==> src/rtl/pid_ctrl_param_if.sv <==
// Steering-controller handshake bundle: error/speed command inputs and wheel speed outputs.
// The controller takes the slave view; the error source and motor drive side take the master view.
interface pid_ctrl_param_if #(
    parameter int ERR_W   = 12,
    parameter int FRWRD_W = 10,
    parameter int SPD_W   = 11
);
    logic                    moving;
    logic                    err_vld;
    logic signed [ERR_W-1:0] error;
    logic [FRWRD_W-1:0]      frwrd;
    logic [4:0]              p_coeff;
    logic [5:0]              d_coeff;
    logic signed [SPD_W-1:0] lft_spd;
    logic signed [SPD_W-1:0] rght_spd;
    logic                    spd_vld;

    modport master (
        output moving, err_vld, error, frwrd, p_coeff, d_coeff,
        input  lft_spd, rght_spd, spd_vld
    );

    modport slave (
        input  moving, err_vld, error, frwrd, p_coeff, d_coeff,
        output lft_spd, rght_spd, spd_vld
    );
endinterface

==> src/rtl/pid_ctrl_param.sv <==
// Three-stage pipelined PID steering controller with a clamping integrator.
// It turns a heading error into saturated left/right wheel speeds with a valid strobe.
module pid_ctrl_param #(
    parameter int ERR_W     = 12,
    parameter int SAT_W     = 10,
    parameter int INT_W     = 15,
    parameter int I_SHIFT   = 6,
    parameter int DSAT_W    = 7,
    parameter int PID_W     = 14,
    parameter int PID_SHIFT = 3,
    parameter int FRWRD_W   = 10,
    parameter int SPD_W     = 11
) (
    input  logic           clk,
    input  logic           rst_n,
    pid_ctrl_param_if.slave bus
);
    localparam int P_W   = SAT_W + 6;
    localparam int D_W   = DSAT_W + 7;
    localparam int SUM_W = PID_W + 2;

    localparam logic signed [SAT_W-1:0]  E_MAX   = {1'b0, {(SAT_W-1){1'b1}}};
    localparam logic signed [SAT_W-1:0]  E_MIN   = {1'b1, {(SAT_W-1){1'b0}}};
    localparam logic signed [INT_W-1:0]  ACC_MAX = {1'b0, {(INT_W-1){1'b1}}};
    localparam logic signed [INT_W-1:0]  ACC_MIN = {1'b1, {(INT_W-1){1'b0}}};
    localparam logic signed [DSAT_W-1:0] DF_MAX  = {1'b0, {(DSAT_W-1){1'b1}}};
    localparam logic signed [DSAT_W-1:0] DF_MIN  = {1'b1, {(DSAT_W-1){1'b0}}};
    localparam logic signed [PID_W-1:0]  PID_MAX = {1'b0, {(PID_W-1){1'b1}}};
    localparam logic signed [PID_W-1:0]  PID_MIN = {1'b1, {(PID_W-1){1'b0}}};
    localparam logic signed [SPD_W-1:0]  SPD_MAX = {1'b0, {(SPD_W-1){1'b1}}};
    localparam logic signed [SPD_W-1:0]  SPD_MIN = {1'b1, {(SPD_W-1){1'b0}}};

    // stage 0
    logic signed [SAT_W-1:0] e_sat;
    logic signed [SAT_W:0]   diff_next;
    logic signed [INT_W:0]   acc_sum;
    logic signed [INT_W-1:0] acc_next;

    // stage 1
    logic signed [SAT_W-1:0] e_q_reg;
    logic signed [SAT_W:0]   diff_q_reg;
    logic signed [SAT_W-1:0] prev_err_reg;
    logic signed [INT_W-1:0] acc_reg;
    logic [4:0]              p_reg;
    logic [5:0]              d_reg;
    logic                    v1_reg;

    // stage 2
    logic signed [DSAT_W-1:0] d_sat;
    logic signed [P_W-1:0]    p_term_reg;
    logic signed [INT_W-1:0]  i_term_reg;
    logic signed [D_W-1:0]    d_term_reg;
    logic                     v2_reg;

    // stage 3
    logic signed [SUM_W-1:0] sum_c;
    logic signed [PID_W-1:0] sum_sat;
    logic signed [PID_W-1:0] s_c;
    logic signed [SPD_W:0]   wheel_raw [2];
    logic signed [SPD_W-1:0] wheel_sat [2];

    // Saturation everywhere works the same way: in range iff all bits above the kept sign bit agree.
    always_comb begin
        if (&bus.error[ERR_W-1:SAT_W-1] || ~|bus.error[ERR_W-1:SAT_W-1])
            e_sat = bus.error[SAT_W-1:0];
        else
            e_sat = bus.error[ERR_W-1] ? E_MIN : E_MAX;
    end

    assign diff_next = (SAT_W+1)'(e_sat) - (SAT_W+1)'(prev_err_reg);
    assign acc_sum   = (INT_W+1)'(acc_reg) + (INT_W+1)'(e_sat);

    always_comb begin
        if (acc_sum[INT_W] == acc_sum[INT_W-1])
            acc_next = acc_sum[INT_W-1:0];
        else
            acc_next = acc_sum[INT_W] ? ACC_MIN : ACC_MAX;
    end

    always_comb begin
        if (&diff_q_reg[SAT_W:DSAT_W-1] || ~|diff_q_reg[SAT_W:DSAT_W-1])
            d_sat = diff_q_reg[DSAT_W-1:0];
        else
            d_sat = diff_q_reg[SAT_W] ? DF_MIN : DF_MAX;
    end

    assign sum_c = SUM_W'(p_term_reg) + SUM_W'(i_term_reg) + SUM_W'(d_term_reg);

    always_comb begin
        if (&sum_c[SUM_W-1:PID_W-1] || ~|sum_c[SUM_W-1:PID_W-1])
            sum_sat = sum_c[PID_W-1:0];
        else
            sum_sat = sum_c[SUM_W-1] ? PID_MIN : PID_MAX;
    end

    assign s_c = sum_sat >>> PID_SHIFT;

    // Lane 0 is the left wheel (forward + steer), lane 1 the right wheel (forward - steer).
    genvar gi;
    generate
        for (gi = 0; gi < 2; gi++) begin : g_wheel
            if (gi == 0) begin : g_add
                assign wheel_raw[gi] = (SPD_W+1)'($signed({1'b0, bus.frwrd})) + (SPD_W+1)'(s_c);
            end else begin : g_sub
                assign wheel_raw[gi] = (SPD_W+1)'($signed({1'b0, bus.frwrd})) - (SPD_W+1)'(s_c);
            end
            assign wheel_sat[gi] = (wheel_raw[gi][SPD_W] == wheel_raw[gi][SPD_W-1]) ?
                                   wheel_raw[gi][SPD_W-1:0] :
                                   (wheel_raw[gi][SPD_W] ? SPD_MIN : SPD_MAX);
        end
    endgenerate

    // Stage 1: sample capture, derivative history and anti-windup integrator.
    always_ff @(posedge clk or negedge rst_n) begin
        if (!rst_n) begin
            e_q_reg      <= '0;
            diff_q_reg   <= '0;
            prev_err_reg <= '0;
            acc_reg      <= '0;
            p_reg        <= '0;
            d_reg        <= '0;
            v1_reg       <= 1'b0;
        end else if (!bus.moving) begin
            prev_err_reg <= '0;
            acc_reg      <= '0;
            v1_reg       <= 1'b0;
        end else begin
            v1_reg <= bus.err_vld;
            if (bus.err_vld) begin
                e_q_reg      <= e_sat;
                diff_q_reg   <= diff_next;
                prev_err_reg <= e_sat;
                acc_reg      <= acc_next;
                p_reg        <= bus.p_coeff;
                d_reg        <= bus.d_coeff;
            end
        end
    end

    // Stage 2: the integral term sees the accumulator already updated by this sample.
    always_ff @(posedge clk or negedge rst_n) begin
        if (!rst_n) begin
            p_term_reg <= '0;
            i_term_reg <= '0;
            d_term_reg <= '0;
            v2_reg     <= 1'b0;
        end else begin
            p_term_reg <= P_W'(e_q_reg) * P_W'($signed({1'b0, p_reg}));
            i_term_reg <= acc_reg >>> I_SHIFT;
            d_term_reg <= D_W'(d_sat) * D_W'($signed({1'b0, d_reg}));
            v2_reg     <= bus.moving ? v1_reg : 1'b0;
        end
    end

    // Stage 3: wheel outputs hold between valid samples; moving low forces a stop.
    always_ff @(posedge clk or negedge rst_n) begin
        if (!rst_n) begin
            bus.lft_spd  <= '0;
            bus.rght_spd <= '0;
            bus.spd_vld  <= 1'b0;
        end else if (!bus.moving) begin
            bus.lft_spd  <= '0;
            bus.rght_spd <= '0;
            bus.spd_vld  <= 1'b0;
        end else begin
            bus.spd_vld <= v2_reg;
            if (v2_reg) begin
                bus.lft_spd  <= wheel_sat[0];
                bus.rght_spd <= wheel_sat[1];
            end
        end
    end
endmodule
==> src/flat_wrapper.sv <==
// flat-port wrapper written by rule: the top's interface ports become plain ports
module pid_ctrl_param_flat 
#(
    parameter int ERR_W     = 12,
    parameter int SAT_W     = 10,
    parameter int INT_W     = 15,
    parameter int I_SHIFT   = 6,
    parameter int DSAT_W    = 7,
    parameter int PID_W     = 14,
    parameter int PID_SHIFT = 3,
    parameter int FRWRD_W   = 10,
    parameter int SPD_W     = 11
)
  (clk, rst_n, bus_moving, bus_err_vld, bus_error, bus_frwrd, bus_p_coeff, bus_d_coeff, bus_lft_spd, bus_rght_spd, bus_spd_vld);
  pid_ctrl_param_if #(.ERR_W(ERR_W), .FRWRD_W(FRWRD_W), .SPD_W(SPD_W)) bus_i ();
  input  logic clk;
  input  logic rst_n;
  input wire logic [$bits(bus_i.moving)-1:0] bus_moving;
  input wire logic [$bits(bus_i.err_vld)-1:0] bus_err_vld;
  input wire logic [$bits(bus_i.error)-1:0] bus_error;
  input wire logic [$bits(bus_i.frwrd)-1:0] bus_frwrd;
  input wire logic [$bits(bus_i.p_coeff)-1:0] bus_p_coeff;
  input wire logic [$bits(bus_i.d_coeff)-1:0] bus_d_coeff;
  output wire logic [$bits(bus_i.lft_spd)-1:0] bus_lft_spd;
  output wire logic [$bits(bus_i.rght_spd)-1:0] bus_rght_spd;
  output wire logic [$bits(bus_i.spd_vld)-1:0] bus_spd_vld;
  assign bus_i.moving = bus_moving;
  assign bus_i.err_vld = bus_err_vld;
  assign bus_i.error = bus_error;
  assign bus_i.frwrd = bus_frwrd;
  assign bus_i.p_coeff = bus_p_coeff;
  assign bus_i.d_coeff = bus_d_coeff;
  assign bus_lft_spd = bus_i.lft_spd;
  assign bus_rght_spd = bus_i.rght_spd;
  assign bus_spd_vld = bus_i.spd_vld;
  pid_ctrl_param #(.ERR_W(ERR_W), .SAT_W(SAT_W), .INT_W(INT_W), .I_SHIFT(I_SHIFT), .DSAT_W(DSAT_W), .PID_W(PID_W), .PID_SHIFT(PID_SHIFT), .FRWRD_W(FRWRD_W), .SPD_W(SPD_W)) u_core (.clk(clk), .rst_n(rst_n), .bus(bus_i));
endmodule
==> config.mk <==
export PLATFORM = sky130hd
export DESIGN_NAME = pid_ctrl_param_flat
export DESIGN_NICKNAME = d
export VERILOG_FILES = /design/src/rtl/pid_ctrl_param_if.sv /design/src/rtl/pid_ctrl_param.sv /design/src/flat_wrapper.sv
export SDC_FILE = /design/constraint.sdc
export NUM_CORES = 1
export LEC_CHECK = 0
export BUFFER_PORTS_ARGS = -buffer_cell sky130_fd_sc_hd__buf_2
export CORE_UTILIZATION = 60
export CTS_CLUSTER_SIZE = 14
export DETAILED_ROUTE_END_ITERATION = 10
export GPL_TIMING_DRIVEN = 0
export MAX_ROUTING_LAYER = met4
export PLACE_DENSITY = 0.79
export SYNTH_ARGS = -nofsm -noshare
export SYNTH_HDL_FRONTEND = slang
export SYNTH_SLANG_ARGS = --single-unit
export TNS_END_PERCENT = 5
==> constraint.sdc <==
create_clock -name clk -period 6.6 [get_ports clk]
set_input_delay 0.33 -clock clk [delete_from_list [all_inputs] [get_ports clk]]
set_output_delay 0.33 -clock clk [all_outputs]
set_load 0.05 [all_outputs]
==> impl_results.md, run 1 <==
* H-tree lvl count at 4
* Worst R2R Path Depth at 20
* R2R Path End: u_core.bus.lft_spd[0]$_DFFE_PN0P_
* Reg2reg start: u_core.i_term_reg[8]$_DFF_PN0_
* Drc violations at 0
* Worst-path fanout max at 10
* Worst Path Required at 6870 ps
* Most used routing layer in global routing: met2
* FFs w/ async S/R, synth at between 90% and 100%
* Non-filler instance count after layout at about 1400
* Setup crit end kind: register
* EDFF count, synth at 0
* Routing usage on met1 at about a third
* Max FFs per register at 16
* Syn_area_per_cell at around 9.6 um2
* Peak Freq at 0.1599 GHz
* CTS tree: built
* Mapped Area at ~0.011 mm2
* Rel. slew slack at 51.34%
* DP HPWL at 18390 um
* Gate count of the mapped netlist at ~1100
* Number of global-route vias before repair at 8385
* Die height at around 140 um
* Crit Path Class: register to register
* Share of cells above drive strength 1 at 9.942%
* Core area at between 0.015 and 0.02 mm2
* Detailed-route via count at 8201
* Seq cells post-synth at around 120
* # IOs at 60
* Final slew viol count at 0
* Starting DRT DRC Count at between 300 and 400
* # port buffers at 58
* Largest net degree at the start of global routing at ~100
* Sequential area share after synthesis at roughly 28%
* GR Util met3 at 4.101%
* Ys flop type: dfrtp_1
* Placed cell count at about 1400
* Actual slew at the worst max-slew pin at approximately 730 ps
* Die boundary width at around 140 um
* CP Cell Sequence: fa_1 -> ha_1 -> a211oi_2 -> nor3b_2 -> o211ai_1 -> a31o_4 -> a41oi_4 -> xor2_4 -> nor3b_4 -> buf_6 -> o21ai_0 -> fa_1 -> and2b_1 -> o31a_1 -> o21ai_0 -> or3b_2 -> a21boi_0 -> nor3_1 -> mux2i_4 -> o311ai_0
* Gp weighted congestion at approximately 0.90
* CTS clk-pin slew, worst paths at 60 ps
* Worst min-delay path category: input port to register
* Synth top area cells: dfrtp_1 28%, fa_1 15%, ha_1 14%, and2_1 4.4%, nand2_1 4.2%
* Yosys cell types at 69
* Sink Count at between 100 and 150
* Via density at approximately 5.7
* Area grow syn2layout at 11.11%
* WL per Instance at approximately 16 um
* Antenna violations before repair at 0
* Hold path startpoint: bus_d_coeff[3]
* Hold endpoint: u_core.d_reg[3]$_DFFE_PN0P_
* Most frequent cells in the layout: 120 x nand2_1, 120 x dfrtp_1, 117 x ha_1
* Worst skew pair latency at roughly 420 ps
* Max Root-Sink Buffers at 2
* First-pass GRT wire length at ~39000 um
* M2 GR Usage at roughly 47%
* Post-layout util at around 70%
* # rows at 48
* Die area at between 0.015 and 0.02 mm2
* CTS root buf: clkbuf_16
* DRT antenna net count at 0
* Post-Syn Nets at approximately 1400
* Post-synth top area share at between 20 and 30%
* Reg2reg setup slack at between 300 and 400 ps
* Setup tns final at 0 ps
* Nets at around 1400
* CP startpoint: u_core.i_term_reg[8]$_DFF_PN0_
* Post-DP Area at between 0.01 and 0.015 mm2
* Post-route cell area at around 0.012 mm2
* Slowest CP cell: dfrtp_2
* Total gr overflow at 0
* Final WL at between 20000 and 25000 um
* Initial Util at between 60% and 70%
* ANT cells at 0
* Hold Path Depth at 2
* Final Hold Vio Count at 0
* RSZ-0062 raised after global routing: no
* Leading area contributor after synthesis: dfrtp_1
* Arrival time at the worst endpoint at 6520 ps
* GR Util All Layers at 28.18%
* Max cap viols at 0
* Post-CTS setup buffers at 0
* Status: completed
* Final setup viols at 0
* CP startpoint kind: register
* Period Utilization, post-route at a little over nine tenths
* Crit-path max cell delay at about 520 ps
* Setup Skew at 9.288 ps
* Min cycle time layout at 6252 ps
* Pre-antenna DRT Iters at 5
* CTS buffer count at 17
* Synth Warn # at 0
[cells by family (layout without fill, tap and decap cells)]
group                    Yosys count  after routing  share of synthesized area, %
multiplexers                      20             20                         2.104
AND/OR/NAND/NOR                  335            335                         15.40
AO/OA/AOI/OAI                    240            240                         15.07
adder cells (fa/ha/maj)          197            197                         28.48
XOR/XNOR                          66             66                         5.544
buffers and inverters            147            238                         5.276
flip-flops                       121            121                         28.13
[final cells by class]
type,count,area (um2)
Multi-Input combinational cell,858,7178
Fill cell,1355,5455
Sequential cell,121,3029
Clock buffer,19,442.9
Inverter,116,435.4
Timing Repair Buffer,60,334.1
Tap cell,225,281.5
Buffer,31,132.6
Clock inverter,12,127.6
[routing by layer]
metal | share of wire [%] | up-vias | wire (um)
met4 | 3.8 | 0 | 885
met5 | 0 | - | 0
met1 | 44 | 3940 | 10110
met2 | 49 | 199 | 11350
met3 | 3.8 | 57 | 882
li1 | - | 4005 | -
[worst max path at each step]
stage | slack, ps | cells after the start | endpoint
6_report | 350 | 20 | u_core.bus.lft_spd[0]$_DFFE_PN0P_
4_1_cts | 150 | 21 | u_core.bus.lft_spd[0]$_DFFE_PN0P_
2_1_floorplan | 1050 | 21 | u_core.bus.lft_spd[0]$_DFFE_PN0P_
5_1_grt | 5 | 21 | u_core.bus.lft_spd[0]$_DFFE_PN0P_
3_5_place_dp | 2 | 20 | u_core.bus.lft_spd[0]$_DFFE_PN0P_
3_3_place_gp | 80 | 21 | u_core.bus.lft_spd[2]$_DFFE_PN0P_
[worst max-delay path: cells and delay by family, from the launching register on]
family / cells / cell delay, ps
xor gates and xnor gates: 1 / 190
adders and majority gates: 3 / 1370
DFF: 1 / 520
AOI/OAI and AO/OA: 9 / 1920
muxes: 1 / 340
buffers and inverters: 1 / 200
and+or+nand+nor: 5 / 1530
[cells in the mapped netlist (all sizes together), types with 23 or more instances]
master,count
dfrtp,121
o21a,23
ha,117
nor2b,23
nor2,56
nand2,120
clkbuf,27
fa,80
inv,115
a21oi,53
o21ai,47
xnor2,50
and2,75
[metrics by stage]
step                hold WS [ps]  worst slack [ps]
floorplan                  34.41              1052
global placement           412.1             84.97
detailed placement         202.9             2.290
CTS                        135.5             150.2
global route               136.8             5.066
finish                     142.4             347.6
[what timing repair did]
item | 4_1_cts | 5_1_grt
hold buffers | 1 | 0
gates resized for setup | 1 | 1
gates cloned | 0 | 0
setup endpoints to repair | 3 | 10
endpoints found under the hold margin | 23 | 0
pin swaps | 0 | 0
Power of run 1 is left out: the tool's default activity adds up to more than one toggle a clock period on the data nets, which glitch-free logic cannot reach.
==> run 2, diff against run 1 <==
--- a/config.mk
+++ b/config.mk
@@ -7,9 +7,10 @@
 export LEC_CHECK = 0
 export BUFFER_PORTS_ARGS = -buffer_cell sky130_fd_sc_hd__buf_2
 export CORE_UTILIZATION = 60
+export CTS_BUF_LIST = sky130_fd_sc_hd__clkbuf_8
 export CTS_CLUSTER_SIZE = 14
 export DETAILED_ROUTE_END_ITERATION = 10
-export GPL_TIMING_DRIVEN = 0
+export GPL_TIMING_DRIVEN = 1
 export MAX_ROUTING_LAYER = met4
 export PLACE_DENSITY = 0.79
 export SYNTH_ARGS = -nofsm -noshare
==> impl_results.md, run 2 (synthesis results as in run 1) <==
* Final slew viol count at 0 (unchanged)
* Period Utilization, post-route at 92.27% (-2.5 points)
* Via density at 5.688 (about the same)
* Reg2reg setup slack at 510 ps (+160 ps)
* Worst R2R Path Depth at 20 (unchanged)
* Area grow syn2layout at 8.147%
* DRT antenna net count at 0 (unchanged)
* Reg area at 0.003028 mm2 (about the same)
* Antenna violations before repair at 0 (unchanged)
* Max FFs per register at 16 (unchanged)
* Most frequent cells in the layout: 121 x dfrtp_1, 120 x nand2_1, 119 x inv_1
* Sink Count at 121 (unchanged)
* # rows at 48 (unchanged)
* Worst-path fanout max at 11 (+1)
* R2R Path End: u_core.bus.lft_spd[0]$_DFFE_PN0P_
* Die boundary width at 136.0 um (unchanged)
* Final WL at 22640 um (-2.5%)
* Die height at 136.0 um (unchanged)
* CP startpoint: u_core.d_term_reg[8]$_DFF_PN0_
* Area occupied by multi-input gates at 0.007174 mm2 (about the same)
* Share of cells above drive strength 1 at 10.23% (+0.28 points)
* Peak Freq at 0.1642 GHz (+2.7%)
* Max Root-Sink Buffers at 2 (unchanged)
* Starting DRT DRC Count at 479 (+38%)
* Worst Path Required at 6870 ps (about the same)
* Setup tns final at 0 ps (unchanged)
* Final setup viols at 0 (unchanged)
* Worst skew pair latency at 450 ps (+30 ps)
* Gp weighted congestion at 0.9462 (+5.2%)
* Fillers at 1427 (+5.3%)
* Pre-antenna DRT Iters at 5 (unchanged)
* Setup Skew at 13.56 ps (+4.269 ps)
* Crit Path Class: register to register
* Initial Util at 61.81% (unchanged)
* Total gr overflow at 0 (unchanged)
* CP startpoint kind: register
* Status: completed
* ANT cells at 0 (unchanged)
* CTS buffer count at 17 (unchanged)
* Detailed-route via count at 8065 (-1.7%)
* CTS tree: built
* Nets at 1415 (-1.7%)
* Termination of the worst setup path: u_core.bus.lft_spd[0]$_DFFE_PN0P_
* Number of global-route vias before repair at 7938 (-5.3%)
* Min cycle time layout at 6090 ps (-162.4 ps)
* Arrival time at the worst endpoint at 6360 ps (-160 ps)
* Reg2reg start: u_core.d_term_reg[8]$_DFF_PN0_
* WL per Instance at 15.97 um (-0.89%)
* Post-layout util at 66.85% (-1.8 points)
* Final Hold Vio Count at 0 (unchanged)
* RSZ-0062 raised after global routing: no
* # IOs at 60 (unchanged)
* Setup crit end kind: register
* Post-CTS setup buffers at 0 (unchanged)
* CTS clk-pin slew, worst paths at 80 ps (+20 ps)
* Core area at 0.01742 mm2 (unchanged)
* Most common cell after layout, fill and taps aside: dfrtp_1
* Die area at 0.01848 mm2 (unchanged)
* First-pass GRT wire length at 38270 um (-3.1%)
* Actual slew at the worst max-slew pin at 1061 ps (+330.9 ps)
* Max cap viols at 0 (unchanged)
* Worst min-delay path category: input port to register
* Rel. slew slack at 29.14% (-22 points)
* H-tree lvl count at 4 (unchanged)
* Drc violations at 0 (unchanged)
* Largest net degree at the start of global routing at 78 (-21%)
* GR Util All Layers at 27.43% (-0.75 points)
* DP HPWL at 17970 um (-2.3%)
* CTS root buf: clkbuf_8
* # port buffers at 59 (+1.7%)
[run 2: repair_timing]
action | CTS | global route
gates resized for setup | 0 | 0
endpoints found under the hold margin | 44 | 0
hold buffers | 1 | 0
[run 2: worst max-delay path, stage by stage, from the launching register on]
cell and delay (ps):
dfrtp_1 390, fa_1 490, ha_1 370, a211oi_2 250
nor3b_2 180, o211ai_1 110, a31o_4 280, a41oi_4 310
xor2_4 170, nor3b_4 400, buf_4 240, o21ai_0 170
fa_1 490, and2b_1 250, o31a_1 180, o21ai_0 100
or3b_2 450, a21boi_0 230, nor3_1 100, mux2i_2 480
o311ai_0 240
[run 2: stage by stage]
step           setup WS (ps)  std cells  cell area, um2  hold slack [ps]
2_1_floorplan           1052       1126           10770            34.41
3_3_place_gp           639.2       1386           11270            368.8
3_5_place_dp           555.0       1386           11270            380.4
4_1_cts                524.2       1418           11640            91.99
5_1_grt                24.49       1418           11640            94.32
6_report               510.0       1418           11640            111.1
[run 2: worst min-delay path by stage]
| stage | endpoint | start | cells past startpoint |
|---|---|---|---|
| global route | u_core.d_reg[5]$_DFFE_PN0P_ | bus_d_coeff[5] | 2 |
| CTS | u_core.d_reg[2]$_DFFE_PN0P_ | bus_d_coeff[2] | 2 |
| finish | u_core.d_reg[2]$_DFFE_PN0P_ | bus_d_coeff[2] | 2 |
| global placement | u_core.bus.rght_spd[3]$_DFFE_PN0P_ | rst_n | 1 |
| floorplan | u_core.acc_reg[0]$_DFFE_PN0P_ | rst_n | 0 |
| detailed placement | u_core.bus.rght_spd[5]$_DFFE_PN0P_ | rst_n | 1 |
[run 2: layout make-up]
type,count,area share [%]
well taps,225,2.418
flip-flops and latches,121,26.01
clock buffers,18,2.128
clock inverters,13,0.9887
inverters,116,3.740
repair buffers,67,3.095
multi-input cells,858,61.62
[run 2: layer usage]
metal,up-vias,share of wire [%],global-route usage (%)
li1,3932,-,-
met4,0,2.0,8.704
met1,3901,45,34.43
met2,200,49,45.78
met5,-,0,-
met3,32,4.2,3.952
Power of run 2 is left out for the same reason.
